===== src/rtl/ifu_pkg.sv =====
// Shared types and constants for the instruction-fetch PC sequencer.
package ifu_pkg;

    localparam logic [31:0] RESET_PC_DEFAULT = 32'h8000_0000;
    localparam logic [31:0] EBREAK_INST      = 32'h0010_0073;

    typedef enum logic {
        RUN    = 1'b0,
        HALTED = 1'b1
    } ifu_state_e;

    typedef struct packed {
        logic [31:0] pc;
        logic [31:0] inst;
    } ifu_entry_t;

endpackage


===== src/rtl/ifu_fifo.sv =====
// Small FIFO of {pc, inst} entries between fetch and decode, with a one-cycle flush.
module ifu_fifo
    import ifu_pkg::*;
#(
    parameter int DEPTH = 2,
    localparam int CNT_W = $clog2(DEPTH + 1)
) (
    input  logic             clock,
    input  logic             reset,
    input  logic             flush,
    input  logic             push,
    input  ifu_entry_t       push_entry,
    input  logic             pop,
    output ifu_entry_t       head,
    output logic [CNT_W-1:0] count
);

    localparam int PTR_W = $clog2(DEPTH);

    logic [PTR_W-1:0] wr_ptr_reg;
    logic [PTR_W-1:0] rd_ptr_reg;
    logic [CNT_W-1:0] count_reg;
    ifu_entry_t       mem_reg [DEPTH];

    // Explicit wrap so non-power-of-two depths work.
    function automatic logic [PTR_W-1:0] ptr_inc(input logic [PTR_W-1:0] p);
        return (p == PTR_W'(DEPTH - 1)) ? '0 : p + PTR_W'(1);
    endfunction

    always_ff @(posedge clock) begin
        if (reset || flush) begin
            wr_ptr_reg <= '0;
            rd_ptr_reg <= '0;
            count_reg  <= '0;
        end else begin
            if (push) wr_ptr_reg <= ptr_inc(wr_ptr_reg);
            if (pop)  rd_ptr_reg <= ptr_inc(rd_ptr_reg);
            case ({push, pop})
                2'b10:   count_reg <= count_reg + CNT_W'(1);
                2'b01:   count_reg <= count_reg - CNT_W'(1);
                default: count_reg <= count_reg;
            endcase
        end
    end

    // Storage carries no reset; validity is tracked by count_reg alone.
    generate
        for (genvar gi = 0; gi < DEPTH; gi++) begin : g_entry
            always_ff @(posedge clock) begin
                if (push && (wr_ptr_reg == PTR_W'(gi))) begin
                    mem_reg[gi] <= push_entry;
                end
            end
        end
    endgenerate

    assign head  = mem_reg[rd_ptr_reg];
    assign count = count_reg;

endmodule


===== src/rtl/ifu_pc_seq.sv =====
// PC sequencer: issues fetch addresses, buffers returning words toward decode, handles redirects.
// Optional ebreak halt detection is enabled by defining IFU_HALT_DETECT_EN.
module ifu_pc_seq
    import ifu_pkg::*;
#(
    parameter logic [31:0] RESET_PC = RESET_PC_DEFAULT,
    parameter int          DEPTH    = 2
) (
    input  logic        clock,
    input  logic        reset,
    output logic [31:0] fetch_addr,
    input  logic [31:0] fetch_data,
    input  logic        redirect_valid,
    input  logic [31:0] redirect_pc,
    output logic        out_valid,
    input  logic        out_ready,
    output logic [31:0] out_pc,
    output logic [31:0] out_inst,
    output logic        halted
);

    localparam int CNT_W = $clog2(DEPTH + 1);

    logic [31:0]      pc_reg;
    logic [31:0]      inflight_pc_reg;
    logic             inflight_valid_reg;
    ifu_state_e       state_reg;

    logic             push;
    logic             pop;
    logic             halt_hit;
    logic             issue;
    logic [CNT_W-1:0] count;
    logic [CNT_W:0]   occ_next;
    ifu_entry_t       push_entry;
    ifu_entry_t       head;

    assign push     = inflight_valid_reg && !redirect_valid;
    assign pop      = out_valid && out_ready;
    assign occ_next = {1'b0, count} + {{CNT_W{1'b0}}, push} - {{CNT_W{1'b0}}, pop};

`ifdef IFU_HALT_DETECT_EN
    assign halt_hit = push && (fetch_data == EBREAK_INST);
`else
    assign halt_hit = 1'b0;
`endif

    // The ebreak push also blocks issue on its own edge so nothing past it is fetched.
    assign issue = (state_reg == RUN) && !redirect_valid && !halt_hit
                   && (occ_next < (CNT_W + 1)'(DEPTH));

    assign push_entry = '{pc: inflight_pc_reg, inst: fetch_data};

    always_ff @(posedge clock) begin
        if (reset) begin
            pc_reg             <= RESET_PC;
            inflight_pc_reg    <= RESET_PC;
            inflight_valid_reg <= 1'b0;
            state_reg          <= RUN;
        end else if (redirect_valid) begin
            pc_reg             <= redirect_pc;
            inflight_valid_reg <= 1'b0;
            state_reg          <= RUN;
        end else begin
            inflight_valid_reg <= issue;
            if (issue) begin
                inflight_pc_reg <= pc_reg;
                pc_reg          <= pc_reg + 32'd4;
            end
            if (halt_hit) state_reg <= HALTED;
        end
    end

    ifu_fifo #(
        .DEPTH(DEPTH)
    ) u_fifo (
        .clock     (clock),
        .reset     (reset),
        .flush     (redirect_valid),
        .push      (push),
        .push_entry(push_entry),
        .pop       (pop),
        .head      (head),
        .count     (count)
    );

    assign fetch_addr = pc_reg;
    assign out_valid  = (count != '0);
    assign out_pc     = head.pc;
    assign out_inst   = head.inst;
    assign halted     = (state_reg == HALTED);

endmodule


===== config.mk =====
export PLATFORM = sky130hd
export DESIGN_NAME = ifu_pc_seq
export DESIGN_NICKNAME = d
export VERILOG_FILES = /design/src/rtl/ifu_pkg.sv /design/src/rtl/ifu_fifo.sv /design/src/rtl/ifu_pc_seq.sv
export SDC_FILE = /design/constraint.sdc
export NUM_CORES = 1
export LEC_CHECK = 0
export CAP_MARGIN = 20
export CORE_MARGIN = 2
export CORE_UTILIZATION = 55
export CTS_CLUSTER_DIAMETER = 50
export DETAILED_ROUTE_END_ITERATION = 6
export PLACE_DENSITY = 0.94
export SYNTH_ARGS = -nofsm -noshare
export SYNTH_HDL_FRONTEND = slang
export SYNTH_SLANG_ARGS = --single-unit

===== constraint.sdc =====
create_clock -name clock -period 11.6 [get_ports clock]
set_input_delay 1.74 -clock clock [delete_from_list [all_inputs] [get_ports clock]]
set_output_delay 1.74 -clock clock [all_outputs]
set_load 0.05 [all_outputs]

==> key figures <==
Synthesis
  – Post-synthesis register bit count: 198
  – Total number of yosys warnings: 0
  – Number of synthesized flops with an enable pin: 128
  – Yosys cell types: 48
  – Top post-synthesis cells by area: edfxtp_1 49%, dfxtp_1 18%, mux2_2 9.1%
  – Syn Area/Cell: 13.0 sq um
  – Area leader, netlist: edfxtp_1
  – Sequential share of the synthesized area: between 60% and 70%
  – FFs w/ async S/R, synth: 0%
  – Post-synth top flop: edfxtp_1
  – Synth Net Count: around 680
  – Mapped Area: about 7900 sq um
  – Area fraction of the dominant cell type after synthesis: slightly below 50%
  – Gate Count Post-Synth: between 600 and 700

Clocking
  – CTS tree: built
  – Resized Gates After CTS: 0
  – H-tree levels: 4
  – Hold buffers post-CTS: 0
  – Root buf cell: clkbuf_16
  – Clk_lat worst skew: approximately 430 ps
  – Total setup buffers inserted after CTS: 0
  – TritonCTS buffer count: 17
  – Clock Tree Buf Depth: 2
  – Clock Sinks: between 150 and 200
  – Clock-pin slew on the worst setup and hold paths: around 70 ps

Final layout
  – Fraction of layout instances using a drive strength above 1: 14.7%
  – # nets final: 837
  – Fill count: approximately 880
  – Max reg flops: 128
  – Area delta synth->final: 30.4%
  – Util after Layout: between 70% and 80%
  – # diodes: 0
  – Finished Cell Area: 10,300 sq um

Placed design
  – Gpl congestion: about 0.89
  – Pre-CTS WS: between 6000 and 7000 ps
  – Placed Area: between 9000 and 10,000 sq um
  – Dpl hpwl: approximately 12,000 um
  – Input/output buffers: approximately 160

Detailed routing
  – Routed Antenna Nets: 0
  – Initial DRC Count: 595
  – DRC viols: 0
  – DRT Pass-1 Iters: 5
  – Vias per cell: 5.91
  – Drt wl/cell: between 15 and 20 um
  – Vias: 5,661
  – Final wirelength: roughly 18,000 um

Power and ir drop
  – Sequential power share: 51.3%
  – Sw Ratio: a little under a quarter
  – Clk pwr share: 37.4%
  – PwrDens: about 150 nW/um^2
  – Total chip power: 1.55 mW
  – Max IR drop VDD: around 100 uV
  – NetSw: between 0.3 and 0.4 mW
  – P_int: 1.18 mW
  – Gate power share: a little under an eighth
  – Pleak: approximately 3.4 nW

Timing
  – Highest clock rate: roughly 0.19 GHz
  – Final Max Slew Viols: 0
  – Tightest Pin Transition: 980 ps
  – Max-Slew Margin vs Limit: 34.1%
  – RSZ-0062 raised after global routing: false
  – Final min period: between 5000 and 6000 ps
  – Setup TNS: 0 ps
  – Setup WS post-layout: about 6400 ps
  – Endpoints failing setup: 0
  – Clock Skew: approximately 7.8 ps
  – Final Cycle Share: between 40 and 50%
  – Final hold vios: 0

Global route
  – GRT Residual Overflow: 0
  – Initial antenna violation count: 0
  – Gr usage total: about a quarter
  – Vias in the first global route: around 5,600
  – Pin count of the biggest net entering global routing: 68
  – First-pass GRT wire length: approximately 28,000 um

Critical path
  – Data required time of the worst path: ~12,000 ps
  – Crit path launch: out_ready
  – Startpoint types: input port
  – CP Data Arrival Time: 5520 ps
  – Element type at the critical path end: register
  – Launch point of the worst reg-to-reg path: u_fifo.count[1]
  – WS Path Type: in -> reg
  – Max Fanout on Critical Path: 8

Die
  – Die width: roughly 120 um
  – DIE AREA: around 15,000 sq um
  – FP Rows: 43
  – # IOs: approximately 170
  – Placeable core region: 14,000 sq um
  – Die H: between 100 and 150 um
  – Initial Utilization: a little under three fifths

Run status
  – Outcome: finished, final reports clean

Flow run
  – Number of max-cap violations: 0

Worst hold path
  – Min-delay src: inflight_pc_reg[0]
  – Hold Crit Class: reg -> reg
==> cell families (layout without fill, tap and decap cells) <==
| logic type | count (synthesis) | in the layout | synth area share [%] |
|---|---|---|---|
| other | 1 | 1 | 0.0473 |
| and+or+nand+nor | 195 | 195 | 12.7 |
| DFF | 198 | 198 | 66.2 |
| xor gates and xnor gates | 13 | 13 | 1.44 |
| buffers and inverters | 50 | 218 | 2.46 |
| AOI/OAI and AO/OA | 83 | 83 | 7.12 |
| adders and majority gates | 4 | 4 | 0.727 |
| muxes | 66 | 66 | 9.35 |
==> cells in the final DEF, fill, tap and decap left out, types with 4 or more instances in the layout <==
cell type        instances
xor2_1                   4
clkbuf_8                 4
a2111oi_0               11
nand3_1                 11
dfxtp_1                 69
mux2_2                  64
nor2_1                  33
nor3_1                   6
buf_4                    6
clkbuf_16               19
and3_1                   5
a211oi_1                13
xnor2_1                  9
a311oi_1                13
or4_1                    4
and4_1                  14
nor4_1                   8
nor2b_1                  4
inv_1                   13
clkinv_2                 4
nand4_1                  7
edfxtp_1               128
nand2_1                 77
clkdlybuf4s50_1        163
a21oi_1                 34
==> power by group through the flow <==
| stage | clock network, mW | logic [mW] | registers [mW] |
|---|---|---|---|
| 2_1_floorplan | 0 | 0.0787 | 0.831 |
| 3_3_place_gp | 0 | 0.168 | 0.809 |
| 3_5_place_dp | 0 | 0.173 | 0.811 |
| 4_1_cts | 0.587 | 0.174 | 0.796 |
| 5_1_grt | 0.620 | 0.185 | 0.799 |
| 6_report | 0.580 | 0.175 | 0.797 |
==> synth_stat cells, drive strengths merged (2+ instances only) <==
cell type	count
xnor2	9
o41ai	3
nor2	34
nand3	11
and4	15
o21ai	3
nor2b	4
nand2	77
a211oi	13
and3	7
a2111oi	11
edfxtp	128
a311oi	13
clkbuf	32
or2	3
nand4	8
mux2	64
or3	4
dfxtp	70
inv	13
o31ai	3
nand2b	2
or4	4
mux2i	2
ha	3
nor4	8
nor3	6
and2	3
buf	5
nand3b	3
a21oi	34
or4b	2
xor2	4
==> per-layer routing <==
metal  GRT usage, %  vias to the layer above  wire length, um  part of all wire (%)
met1           29.2                     2689             7050                    39
met4           11.4                        0              510                   2.8
met5              0                        -                0                     0
li1               -                     2588                -                     -
met3           6.55                       56             1760                   9.7
met2           39.8                      328             8860                    49
==> final timing paths <==
check / to / slack (ps) / cells after the start
worst max-delay path: fetch_addr[30] / 6380 / 9
worst min-delay path: u_fifo.mem_reg[0][32] / 450 / 0
worst max register to register: fetch_addr[30] / 7360 / 9
worst min register to register: u_fifo.mem_reg[0][32] / 450 / 0
==> layout make-up <==
type,instances,area (sq um),share of cell area [%]
tap,180,225,2.18
inverter,13,48.8,0.472
timing repair buffer,173,1720,16.7
clock buffer,25,538,5.21
clock inverter,7,62.6,0.605
sequential,198,5250,50.8
multi-input combinational,362,2490,24.1
==> stage by stage <==
stage                     cells  hold slack, ps
after floorplan             610             425
after global placement      923             432
after CTS                   955             458
after detailed placement    923             442
after global routing        958             468
final                       958             455
==> critical path, stage by stage <==
cell	delay, ps
clkdlybuf4s50_1	450
and2_1	190
ha_1	250
or2_2	310
fa_1	610
nand4_1	300
nor4_1	920
a21oi_1	210
or3b_2	530
Power figures use the tool's default switching activity.
